--- src/rtl/ser_shift_ctrl.sv ---
// ============================================================================
// Module   : ser_shift_ctrl
// Purpose  : Sequencer for a 32-bit serial shifter: load, wait, stream, done.
// Revision : 1.0 - initial release
// ============================================================================
`default_nettype none

module ser_shift_ctrl #(
    parameter int TIMEOUT = 40
) (
    input  logic       i_clk,
    input  logic       i_rst,
    input  logic       i_req,
    input  logic [4:0] i_shamt,
    input  logic       i_right,
    input  logic       i_arith,
    input  logic       i_signbit,
    input  logic       i_sh_done,
    output logic       o_ready,
    output logic       o_sh_load,
    output logic [4:0] o_sh_shamt,
    output logic       o_sh_right,
    output logic       o_sh_signbit,
    output logic       o_rd_en,
    output logic [4:0] o_bit_idx,
    output logic       o_done,
    output logic       o_err
);

    localparam int c_CNT_W = (TIMEOUT > 1) ? $clog2(TIMEOUT) : 1;
    localparam logic [c_CNT_W-1:0] c_TO_LAST = c_CNT_W'(TIMEOUT - 1);

    typedef enum logic [2:0] {
        S_IDLE   = 3'd0,
        S_LOAD   = 3'd1,
        S_WAIT   = 3'd2,
        S_STREAM = 3'd3,
        S_DONE   = 3'd4
    } state_t;

    state_t             r_state;
    logic [c_CNT_W-1:0] r_tcnt;
    logic               r_ready;
    logic               r_load;
    logic               r_rd_en;
    logic               r_done;
    logic               r_err;
    logic [4:0]         r_shamt;
    logic               r_right;
    logic               r_fill;
    logic [4:0]         r_idx;

    always_ff @(posedge i_clk) begin
        if (i_rst) begin
            r_state <= S_IDLE;
            r_tcnt  <= '0;
            r_ready <= 1'b1;
            r_load  <= 1'b0;
            r_rd_en <= 1'b0;
            r_done  <= 1'b0;
            r_err   <= 1'b0;
            r_shamt <= '0;
            r_right <= 1'b0;
            r_fill  <= 1'b0;
            r_idx   <= '0;
        end else begin
            r_done <= 1'b0;
            r_err  <= 1'b0;
            case (r_state)
                S_IDLE: begin
                    if (i_req) begin
                        r_shamt <= i_shamt;
                        r_right <= i_right;
                        // Zero fill unless this is an arithmetic right shift.
                        r_fill  <= i_signbit & i_arith & i_right;
                        r_ready <= 1'b0;
                        r_load  <= 1'b1;
                        r_state <= S_LOAD;
                    end
                end
                S_LOAD: begin
                    r_tcnt <= '0;
                    if (r_shamt != 5'd0) begin
                        r_state <= S_WAIT;
                    end else begin
                        r_load  <= 1'b0;
                        r_rd_en <= 1'b1;
                        r_idx   <= '0;
                        r_state <= S_STREAM;
                    end
                end
                S_WAIT: begin
                    // A done flag in the final timeout cycle still counts as success.
                    if (i_sh_done) begin
                        r_load  <= 1'b0;
                        r_rd_en <= 1'b1;
                        r_idx   <= '0;
                        r_state <= S_STREAM;
                    end else if (r_tcnt == c_TO_LAST) begin
                        r_load  <= 1'b0;
                        r_done  <= 1'b1;
                        r_err   <= 1'b1;
                        r_state <= S_DONE;
                    end else begin
                        r_tcnt <= r_tcnt + 1'b1;
                    end
                end
                S_STREAM: begin
                    if (r_idx == 5'd31) begin
                        r_idx   <= '0;
                        r_rd_en <= 1'b0;
                        r_done  <= 1'b1;
                        r_state <= S_DONE;
                    end else begin
                        r_idx <= r_idx + 5'd1;
                    end
                end
                S_DONE: begin
                    r_tcnt  <= '0;
                    r_ready <= 1'b1;
                    r_state <= S_IDLE;
                end
                default: begin
                    r_state <= S_IDLE;
                    r_ready <= 1'b1;
                    r_load  <= 1'b0;
                    r_rd_en <= 1'b0;
                end
            endcase
        end
    end

    assign o_ready      = r_ready;
    assign o_sh_load    = r_load;
    assign o_sh_shamt   = r_shamt;
    assign o_sh_right   = r_right;
    assign o_sh_signbit = r_fill;
    assign o_rd_en      = r_rd_en;
    assign o_bit_idx    = r_idx;
    assign o_done       = r_done;
    assign o_err        = r_err;

endmodule

`default_nettype wire

--- config.mk ---
export PLATFORM = sky130hd
export DESIGN_NAME = ser_shift_ctrl
export DESIGN_NICKNAME = d
export VERILOG_FILES = /design/src/rtl/ser_shift_ctrl.sv
export SDC_FILE = /design/constraint.sdc
export NUM_CORES = 1
export LEC_CHECK = 0
export CAP_MARGIN = 0
export CORE_ASPECT_RATIO = 0.75
export CORE_MARGIN = 4
export CORE_UTILIZATION = 49
export DETAILED_ROUTE_END_ITERATION = 16
export PLACE_DENSITY_LB_ADDON = 0.3
export SYNTH_ARGS = -nofsm -noshare
export SYNTH_HDL_FRONTEND = slang
export SYNTH_SLANG_ARGS = --single-unit
--- constraint.sdc ---
create_clock -name i_clk -period 1.9 [get_ports i_clk]
set_input_delay 0.57 -clock i_clk [delete_from_list [all_inputs] [get_ports i_clk]]
set_output_delay 0.57 -clock i_clk [all_outputs]
set_load 0.03 [all_outputs]
==> flow_summary.yaml <==
grt:
  overflow: 0
  antenna_found_initial: 0
  grt_pass1_wl_um: 4880
  track_usage: 0.183
  grt_pass1_vias: 1075
  grt_max_degree: 15
timing:
  final.min_clock_period_ns: 1.80
  slew_headroom: 0.685
  rsz0062_at_grt: "false"
  finalSetupTns_ns: 0
  finalSetupViolCount: 0
  fin_skew_ns: 0.00706
  layout_setup_ws_ns: 0.103
  min_period_over_period: 0.946
  hold_viol_final: 0
  tightest_slew_ns: 0.468
  max_clock_freq_mhz: 557
  drv_slew: 0
  timing.hold.ws_ns: 0.477
clocking:
  clk_pin_slew_worst_paths_ns: 0.13
  htreeDepth: 1
  cts_buffers: 3
  clk_latency_ns: 0.31
  numClockSinks: 26
  clock_path_buffers: 2
  cts_tree: "yes"
  ctsRootBufferMaster: "clkbuf_4"
  post-cts-setup-buffer-count: 0
  holdBufCountCts: 0
yosys:
  synth-seq-cells: 26
  synth_edf_count: 0
  yosysSeqAreaShare: 0.411
  yosys-top-cells-count: "dfxtp_1, nor2_1, a21oi_1, nand2_1"
  synth.avg_cell_area_um2: 8.85
  synth_area_um2: 1270
  synth_warnings: 0
  synth_top_area_frac: 0.411
  yosysTopAreaCell: "dfxtp_1"
  synth_area_leaders: "dfxtp_1, nor2_1, a21oi_1"
  syn_nets: 158
  synth_most_common_cell: "dfxtp_1"
  ys.flop_type: "dfxtp_1"
  synth_cell_types: 43
  async_flop_share: 0
  synth_cells: 143
critical_path:
  startpoint: "i_sh_done"
  worstPathMaxFanout: 4
  timing.rr.end: "r_state[2]"
  crit_buf_inv: 1
  cp_top_family: "buffers and inverters"
  arrival_ns: 2.01
  timing.rr.start: "r_tcnt[0]"
  cp-end-kind: "register"
  criticalPathCategory: "primary input to register"
  crit_required_ns: 2.12
  crit_slowest_cell: "clkdlybuf4s50_1"
  rr_worst_depth: 5
  max_stage_delay_ns: 0.51
  cp.depth: 5
  startpoint_type: "primary input"
  reg2reg_slack_ns: 0.13
  path_cells: "clkdlybuf4s50_1 -> and4b_1 -> o211ai_1 -> a21oi_2 -> mux2_2"
hold_path:
  min-delay-start: "o_sh_signbit"
  min_path_type: "register to register"
  min_to: "o_sh_signbit"
  hold_depth: 2
detailed_routing:
  drtIter0Drc: 82
  first_pass_iters: 4
  wire_per_inst_um: 14.0
  drt.antenna.violating_nets: 0
  drt_drc_violations_left: 0
  via_count: 1167
  totalWireLength_um: 2920
  via_per_inst: 5.58
floorplanning:
  ioPinCount: 29
  num_rows: 15
  design.die.area_um2: 3470
  die_w_um: 66.7
  core_area_um2: 2380
  initial_core_util: 0.531
  die_y_um: 52.0
job:
  maxCapViolCount: 0
power_and_ir_drop:
  p_leak_nw: 0.683
  ir_drop_mv: 0.572
  power_density_nw_per_um2: 721
placed_design:
  dp_worst_setup_slack_ns: -0.225
  place_congestion: 0.808
  hpwl_um: 2220
  port_buffers: 28
  dpl_cell_area_um2: 1620
final_layout:
  diodes: 0
  utilization: 0.685
  layout.nets: 192
  drive_above_1_share: 0.120
  fillers: 213
  design_area_um2: 1630
  syn_to_final_growth_pct: 28.9
status:
  status: "complete, no violations"
routing by layer:
| layer | wire length, um | share of wire | track usage | up-vias |
|---|---|---|---|---|
| met4 | 38 | 0.013 | 0.0541 | 0 |
| li1 | - | - | - | 582 |
| met3 | 179 | 0.061 | 0.0583 | 6 |
| met5 | 0 | 0 | 0 | - |
| met1 | 1370 | 0.47 | 0.237 | 539 |
| met2 | 1330 | 0.46 | 0.291 | 40 |
cell type report:
| class | count | area (um2) | share of cell area |
|---|---|---|---|
| well taps | 34 | 42.5 | 0.0261 |
| flip-flops and latches | 26 | 520 | 0.319 |
| multi-input cells | 107 | 704 | 0.432 |
| repair buffers | 37 | 334 | 0.205 |
| clock buffers | 3 | 22.5 | 0.0138 |
| inverters | 2 | 7.51 | 0.00460 |
metrics by stage:
| step | std cells | power (mW) |
|---|---|---|
| 4_1_cts | 209 | 1.18 |
| 3_5_place_dp | 206 | 0.981 |
| 5_1_grt | 209 | 1.25 |
| 3_3_place_gp | 206 | 0.969 |
| 2_1_floorplan | 143 | 0.852 |
| 6_report | 209 | 1.18 |
flip-flops by register name, indices dropped and copies added, names as in the netlist:
register / flops
o_sh_load: 1
o_bit_idx: 5
o_err: 1
o_ready: 1
r_tcnt: 6
o_rd_en: 1
o_sh_shamt: 5
o_done: 1
r_state: 3
o_sh_right: 1
o_sh_signbit: 1
cell usage in the layout, fill, tap and decap left out, types with 3 or more instances in the layout:
cell / netlist / routed
a21oi_1: 12 / 12
a311oi_1: 3 / 3
a31oi_1: 4 / 4
buf_4: 1 / 9
clkbuf_4: 0 / 3
clkdlybuf4s50_1: 0 / 11
dfxtp_1: 26 / 26
dlygate4sd2_1: 0 / 15
mux2i_1: 6 / 6
nand2_1: 8 / 8
nand3_1: 7 / 7
nor2_1: 18 / 18
o211ai_1: 3 / 3
o21ai_0: 7 / 7
or3_1: 3 / 3
logic make-up after synthesis:
logic type / Yosys count / synth area share
AOI/OAI and AO/OA: 38 / 0.187
adders and majority gates: 3 / 0.0296
DFF: 26 / 0.411
muxes: 8 / 0.0652
and+or+nand+nor: 56 / 0.259
buffers and inverters: 10 / 0.0346
xor gates and xnor gates: 2 / 0.0138
power by group:
part           total (mW)  internal, mW  switching [mW]
Sequential          0.622         0.581          0.0408
Combinational       0.333         0.144           0.190
Clock               0.220        0.0741           0.146
worst reg2reg max path: stages, from the launching register on:
cell	delay (ns)
dfxtp_1	0.43
ha_2	0.27
nand4bb_4	0.15
or2_2	0.35
or3_1	0.34
a21oi_1	0.18
what timing repair did:
item | 4_1_cts | 5_1_grt
gates cloned | 0 | 0
resized for setup | 15 | 3
endpoints found under the setup margin | 15 | 3
how the worst max path moves through the flow:
stage                               to  slack [ns]
after global placement       r_tcnt[5]       -0.17
after floorplan           o_bit_idx[2]        0.16
after detailed placement     r_tcnt[5]       -0.22
after global routing      o_bit_idx[2]        0.02
final                        r_tcnt[5]        0.10
after CTS                       o_done       0.008
No activity file was read; power rests on OpenSTA's default activity.
